===== src/rtl/vram2_tile_fetcher.sv =====
// Per-scanline name-table fetcher for VRAM2: reads code/attr byte pairs into a 2-entry tile FIFO.
// Optional macro VRAM2_FETCH_VFLIP_EN: attr[7] flips the pixel row within the tile.
module vram2_tile_fetcher #(
  parameter int unsigned TILES_PER_LINE = 33,
  parameter int unsigned FIFO_DEPTH     = 2
) (
  input  logic        i_MCLK,
  input  logic        i_RST_n,
  input  logic        i_LINE_START,
  input  logic [7:0]  i_VLINE,
  input  logic [7:0]  i_VSCROLL,
  input  logic [8:0]  i_HSCROLL,
  input  logic        i_CPU_BUSY,
  output logic [11:0] o_VRAM_ADDR,
  output logic        o_VRAM_RD_n,
  input  logic [7:0]  i_VRAM_DOUT,
  output logic        o_TILE_VALID,
  input  logic        i_TILE_READY,
  output logic [9:0]  o_TILE_CODE,
  output logic [3:0]  o_TILE_PAL,
  output logic        o_TILE_HFLIP,
  output logic [2:0]  o_TILE_ROW,
  output logic        o_LINE_DONE
);

  typedef enum logic [2:0] {StIdle, StRdCode, StRdAttr, StCapture, StWait} state_e;

  state_e      state_q, state_d;
  logic [7:0]  y_q;
  logic [5:0]  col_q;
  logic [5:0]  cnt_q;
  logic [7:0]  code_q;
  logic        code_got_q;
  logic [7:0]  attr_q;
  logic        line_done_q;
  logic [17:0] fifo_q [2];
  logic        wr_ptr_q, rd_ptr_q;
  logic [1:0]  count_q;

  logic        granted, pop, full, push, last;
  logic [7:0]  attr_cur;
  logic [2:0]  row;
  logic [17:0] push_data;
  logic [17:0] head;

  assign granted     = ((state_q == StRdCode) || (state_q == StRdAttr)) && !i_CPU_BUSY;
  assign o_VRAM_RD_n = !granted;
  assign o_VRAM_ADDR = {y_q[7:3], 6'(col_q + cnt_q), (state_q == StRdAttr)};

  assign pop  = (count_q != 2'd0) && i_TILE_READY;
  assign full = (count_q == 2'(FIFO_DEPTH));
  assign last = (cnt_q == 6'(TILES_PER_LINE - 1));
  // A full FIFO still accepts a push when the head is popped in the same cycle.
  assign push = ((state_q == StCapture) || (state_q == StWait)) && (!full || pop);

  // Attr arrives on the SRAM bus during CAPTURE; later pushes use the latched copy.
  assign attr_cur = (state_q == StCapture) ? i_VRAM_DOUT : attr_q;

`ifdef VRAM2_FETCH_VFLIP_EN
  assign row = attr_cur[7] ? ~y_q[2:0] : y_q[2:0];
  logic unused_bits;
  assign unused_bits = ^i_HSCROLL[2:0];
`else
  assign row = y_q[2:0];
  logic unused_bits;
  assign unused_bits = ^{i_HSCROLL[2:0], attr_cur[7]};
`endif

  assign push_data = {attr_cur[1:0], code_q, attr_cur[5:2], attr_cur[6], row};

  always_comb begin
    state_d = state_q;
    unique case (state_q)
      StIdle:   state_d = StIdle;
      StRdCode: if (granted) state_d = StRdAttr;
      StRdAttr: if (granted) state_d = StCapture;
      StCapture, StWait: begin
        if (push) state_d = last ? StIdle : StRdCode;
        else      state_d = StWait;
      end
      default:  state_d = StIdle;
    endcase
    if (i_LINE_START) state_d = StRdCode;
  end

  always_ff @(posedge i_MCLK) begin
    if (!i_RST_n) begin
      state_q     <= StIdle;
      y_q         <= '0;
      col_q       <= '0;
      cnt_q       <= '0;
      code_q      <= '0;
      code_got_q  <= 1'b0;
      attr_q      <= '0;
      line_done_q <= 1'b0;
      fifo_q[0]   <= '0;
      fifo_q[1]   <= '0;
      wr_ptr_q    <= 1'b0;
      rd_ptr_q    <= 1'b0;
      count_q     <= '0;
    end else begin
      state_q <= state_d;
      if (i_LINE_START) begin
        y_q         <= 8'(i_VLINE + i_VSCROLL);
        col_q       <= i_HSCROLL[8:3];
        cnt_q       <= '0;
        code_got_q  <= 1'b0;
        line_done_q <= 1'b0;
        wr_ptr_q    <= 1'b0;
        rd_ptr_q    <= 1'b0;
        count_q     <= '0;
      end else begin
        line_done_q <= push && last;
        if (state_q == StRdCode) code_got_q <= 1'b0;
        // Only the first RD_ATTR cycle sees the code byte; CPU reads may overwrite DOUT later.
        if ((state_q == StRdAttr) && !code_got_q) begin
          code_q     <= i_VRAM_DOUT;
          code_got_q <= 1'b1;
        end
        if (state_q == StCapture) attr_q <= i_VRAM_DOUT;
        if (push) begin
          fifo_q[wr_ptr_q] <= push_data;
          wr_ptr_q         <= !wr_ptr_q;
          cnt_q            <= cnt_q + 6'd1;
        end
        if (pop) rd_ptr_q <= !rd_ptr_q;
        count_q <= 2'(count_q + {1'b0, push} - {1'b0, pop});
      end
    end
  end

  assign head         = fifo_q[rd_ptr_q];
  assign o_TILE_VALID = (count_q != 2'd0);
  assign o_TILE_CODE  = head[17:8];
  assign o_TILE_PAL   = head[7:4];
  assign o_TILE_HFLIP = head[3];
  assign o_TILE_ROW   = head[2:0];
  assign o_LINE_DONE  = line_done_q;

endmodule


===== config.mk =====
export PLATFORM = sky130hd
export DESIGN_NAME = vram2_tile_fetcher
export DESIGN_NICKNAME = d
export VERILOG_FILES = /design/src/rtl/vram2_tile_fetcher.sv
export SDC_FILE = /design/constraint.sdc
export NUM_CORES = 1
export LEC_CHECK = 0
export ABC_AREA = 1
export ABC_CLOCK_PERIOD_IN_PS = 3000
export CAP_MARGIN = 0
export CORE_MARGIN = 4
export CORE_UTILIZATION = 25
export DETAILED_ROUTE_END_ITERATION = 10
export GPL_TIMING_DRIVEN = 0
export PLACE_DENSITY_LB_ADDON = 0.05
export SLEW_MARGIN = 20
export SYNTH_ARGS = -nofsm -noshare
export SYNTH_HDL_FRONTEND = slang
export SYNTH_SLANG_ARGS = --single-unit

===== constraint.sdc =====
create_clock -name i_MCLK -period 3 [get_ports i_MCLK]
set_clock_uncertainty 0.15 [all_clocks]
set_input_delay 0.3 -clock i_MCLK [delete_from_list [all_inputs] [get_ports i_MCLK]]
set_output_delay 0.3 -clock i_MCLK [all_outputs]
set_load 0.1 [all_outputs]

; Word-level counts from Yosys, hierarchy flattened
; Memories as Yosys holds them, arrays and structs flattened. A register that Yosys moved wholly into a read port is not among the register bits.
; Index checks and enable logic that the tools add are counted.
[op_classes]
reduce_logical = 22
shifts = 0
muxes = 19
n_eq_ne = 10
n_addsub = 5
n_bitwise = 2
multipliers = 0
div = 0
n_lt_le_gt_ge = 0
[op_table]
columns = operator, n
row1 = 18-bit two-way mux, 1
row2 = 18-bit OR reduction, 1
row3 = 1-bit two-way mux, 13
row4 = 3-bit two-way mux, 3
row5 = 3-bit case mux with 3 select lines, 1
row6 = 8-bit adder, 1
row7 = 7-bit two-way mux, 1
row8 = 6-bit by 1-bit adder with 6-bit output (second input constant), 1
row9 = 6-bit adder, 1
row10 = 3-bit by 2-bit equality test with 1-bit output (second input constant), 2
row11 = 6-bit equality test (second input constant), 1
row12 = 1-bit zero test, 6
row13 = 2-bit AND reduction, 3
row14 = 1-bit logical AND, 5
row15 = 2-bit nonzero test, 2
row16 = 2-bit OR reduction, 2
row17 = 3-bit by 1-bit equality test with 1-bit output (second input constant), 1
row18 = 3-bit equality test (second input constant), 1
row19 = 1-bit logical OR, 3
row20 = 3-bit by 2-bit inequality test with 1-bit output (second input constant), 1
row21 = 3-bit inequality test (second input constant), 1
row22 = 2-bit by 1-bit adder with 2-bit output, 1
row23 = 2-bit equality test (second input constant), 1
row24 = 2-bit by 1-bit inequality test with 1-bit output (second input constant), 1
row25 = other kinds (3), 4
[word_totals]
mem_bits_ro = 0
latch_bits = 0
mem_count = 1
ram_bits = 36
word_cells = 71
reg_bits = 44
input_bits = 38
out_inout_bits = 33
[mem_list]
columns = memory, words, width, rd, rd_clocked_by_memory_dff, wr, line_no
row1 = fifo_q, 2, 18, 1, 1, 2, 36  ; logic [17:0] fifo_q [2];

; Depth between registers and ports, before layout
[depth]
ltp_word = 10
depth_mapped = 11
mapped_depth_nobuf = 10

; Worst setup path after synthesis
; OpenSTA, ideal clock, no wires.
[synth_timing]
path_type = reg-to-output
startpoint = register cnt_q[0]
endpoint = output o_VRAM_ADDR[5]
arrival_time_ns = 2.509
slack_ns = 0.041
t_required_ns = 2.550
stages_incl_launch_ff = 6
n_path_buf = 0
cell_sequence = dfxtp_1 ha_1 fa_1 nand3_1 nand2_1 xor2_1
[synth_via]
elab_chain_cells = 1
[synth_lines]
columns = item, line_no
row1 = "start, declared", 31  ; logic [5:0] cnt_q;
row2 = "start signal, assigned", 124  ; cnt_q <= cnt_q + 6'd1;
row3 = 6-bit adder, 48  ; assign o_VRAM_ADDR = {y_q[7:3], 6'(col_q + cnt_q), (state_q == StRdAttr)};
row4 = "end, declared", 14  ; output logic [11:0] o_VRAM_ADDR,
; Every way passes these cells.

; Final worst setup path
[layout_timing]
startpoint = register cnt_q[0]
endpoint = output o_VRAM_ADDR[3]
; Same word-level chain as after synthesis.

==> impl_results.md <==
- Status: completed
- Die span in y: between 100 and 150 microns
- Final hold violations: 0
- Share of post-route cells with drive strength above 1: 16.1%
- HPWL after DPL: 6940 microns
- Post-synth EDFFs: 36
- Worst Hold Class: flop to flop
- CP max FO: 5
- Post-Synth XOR/XNOR Area: under 10%
- Layout overhead on the synthesized area: 30.7%
- Top cells by area, synth: edfxtp_1 (28%), dfxtp_1 (23%), nand2_1 (6.1%)
- Number of diodes: 0
- Multiplexer area fraction after synthesis: 5.17%
- CTS max path bufs: 2
- Die X-Extent: 133 microns
- Post-synthesis register bit count: 81
- Antenna-violating nets left: 0
- Cell area after synthesis: about 3900 sq um
- Leakage power: approximately 2.1 nW
- Syn Nets: between 400 and 500
- Vias: 2977
- Startpoint types: flop
- Vias in the first global route: 2964
- Root buffer cell: clkbuf_16
- H-tree depth: 3
- Io pins: 71
- Post-layout util: between 30% and 40%
- Post-Synth Simple-Gate Area: between 10% and 20%
- DRC errors left: 0
- WL/cell: around 14 microns
- Clock-pin transition on the worst setup and hold timing paths: approximately 60 ps
- Die footprint: between 15000 and 20000 sq um
- Total Routing Usage GR: ~11%
- Layout net count: 549
- CP required: between 2000 and 3000 ps
- Max VDD drop: ~0.26 mV
- Synth Area per Inst: roughly 9.4 sq um
- Fillcell total: about 1600
- Synth Area in Compound Gates: under 10%
- CTS tree: yes
- Vias per cell: about 4.2
- FP Rows: between 40 and 50
- Most frequent cell after synthesis: nand2_1
- Pins over their slew limit: 0
- Crit share post-route: between 90% and 100%
- Reg area: between 1500 and 2000 sq um
- Synth top cells by count: nand2_1 (64), inv_1 (50), dfxtp_1 (45)
- Largest net degree at the start of global routing: 19
- Peak Freq: about 350 MHz
- Crit end category: output port
- Critical path arrival: between 2000 and 2500 ps
- PD cells: 528 nW/um^2
- Cts bufs inserted: 9
- Clk_lat worst skew: around 340 ps
- Postcts setup bufs: 0
- Core Region: 15300 sq um
- RSZ-0062 raised after global routing: no
- Grt ovf: 0
- Area after DPL: 4850 sq um
- Mapped Cells: between 400 and 500
- Seq/Total Area, Yosys: 50.6%
- Synth area leader: edfxtp_1
- Final setup vio count: 0
- Crit Path Class: flop to output port
- Post-synthesis cell type count: 35
- Area used by multi-input combinational logic: 1610 sq um
- Synthesis Warnings: 0
- Initial DRC Count: about 110
- Routed WL: 9630 microns
- Post-layout instance area: 5120 sq um
- Largest family of logic cells by synthesized area: simple AND/OR/NAND/NOR gates
- Synth async-reset ratio: 0%
- Clk sinks: 81
- RD Place Congestion: about 0.8
- Worst slew margin: 35.0%
- Initial Util: between 20 and 30%
- Top cell type's share of synthesized area: about 28%
- Worst-Margin Slew: ~970 ps
- Post-synthesis adder-cell area fraction: 6.13%
- Global-route wire length before repair: roughly 15000 microns
- Main synth FF type: dfxtp_1
- TritonRoute pass-1 iters: 4
- PortBufs: 67
- Initial antenna violation count: 0
- Worst slack, placed: -113 ps
- PnR worst setup slack: 180 ps
- Min Tclk post-route: around 2800 ps
- Maxcap violations: 0
[path summary, 6_finish.rpt]
check	from	end	slack [ps]	cells after the start
hold reg to reg	rd_ptr_q	rd_ptr_q	310	1
hold / removal	rd_ptr_q	rd_ptr_q	310	1
setup reg to reg	state_q[2]	fifo_q[1][1]	440	8
setup / recovery	cnt_q[0]	o_VRAM_ADDR[3]	180	4
[flip-flops by register name, indices dropped and copies added (netlist names), 2 cells and up, named ones only]
register  count
y_q           8
code_q        8
cnt_q         6
state_q       3
col_q         6
fifo_q       36
attr_q        7
count_q       2
[layout by cell type (no fill, tap or decap), types with 6 or more instances in the layout]
cell	instances
nand3_1	15
dlygate4sd2_1	12
clkbuf_16	9
nor2_1	34
ha_1	16
xor2_1	8
nor2_2	18
a22o_1	6
buf_4	8
o22ai_1	8
edfxtp_1	36
o21ai_0	25
dfxtp_1	45
a21oi_1	26
nand2_1	64
inv_1	50
mux2_2	18
clkdlybuf4s50_1	52
[what timing repair did]
action                                  CTS  global route
hold buffers                              0             0
resized for setup                        19             2
cloned                                    0             0
endpoints found under the hold margin     0             0
endpoints found under the setup margin   15             2
[stage by stage]
| step | hold WS [ps] | power (mW) | TNS (ps) | std cells |
|---|---|---|---|---|
| final | 308 | 2.70 | 0 | 709 |
| after global routing | 336 | 2.82 | 0 | 709 |
| after CTS | 310 | 2.76 | 0 | 709 |
| after detailed placement | 302 | 1.65 | -2010 | 693 |
| after global placement | 286 | 1.65 | -2020 | 693 |
| after floorplan | 275 | 1.51 | 0 | 415 |
[cells by family (layout without fill, tap and decap cells)]
kind of cell	after synthesis	in the layout
XOR/XNOR	11	11
adder cells (fa/ha/maj)	18	18
flip-flops	81	81
buffers and inverters	71	154
AND/OR/NAND/NOR	149	149
AO/OA/AOI/OAI	67	67
multiplexers	18	18
[report_power, final]
group	total, mW	internal (mW)	switching, mW
registers	1.20	1.19	0.0142
logic	0.410	0.128	0.281
clock network	1.09	0.665	0.426
[critical path, cell delays in order (launching register included)]
cell and delay (ps):
dfxtp_1 360, ha_1 240, fa_1 410, xor2_1 140, dlygate4sd2_1 870
[layout make-up]
cell class | instances | share of cell area [%]
flip-flops and latches | 81 | 38.7
multi-input cells | 263 | 31.4
repair buffers | 67 | 12.6
well taps | 211 | 5.16
clock buffers | 13 | 4.89
inverters | 54 | 4.01
plain buffers | 17 | 2.40
clock inverters | 3 | 0.782
[layer usage]
| layer | track usage (%) | wire [microns] | vias up |
|---|---|---|---|
| met5 | 0 | 0 | - |
| met4 | 5.14 | 168 | 0 |
| met3 | 2.61 | 383 | 12 |
| met2 | 18.3 | 4490 | 60 |
| met1 | 14.2 | 4590 | 1370 |
| li1 | - | - | 1535 |
Note: power is estimated with default switching activity, not from simulation.
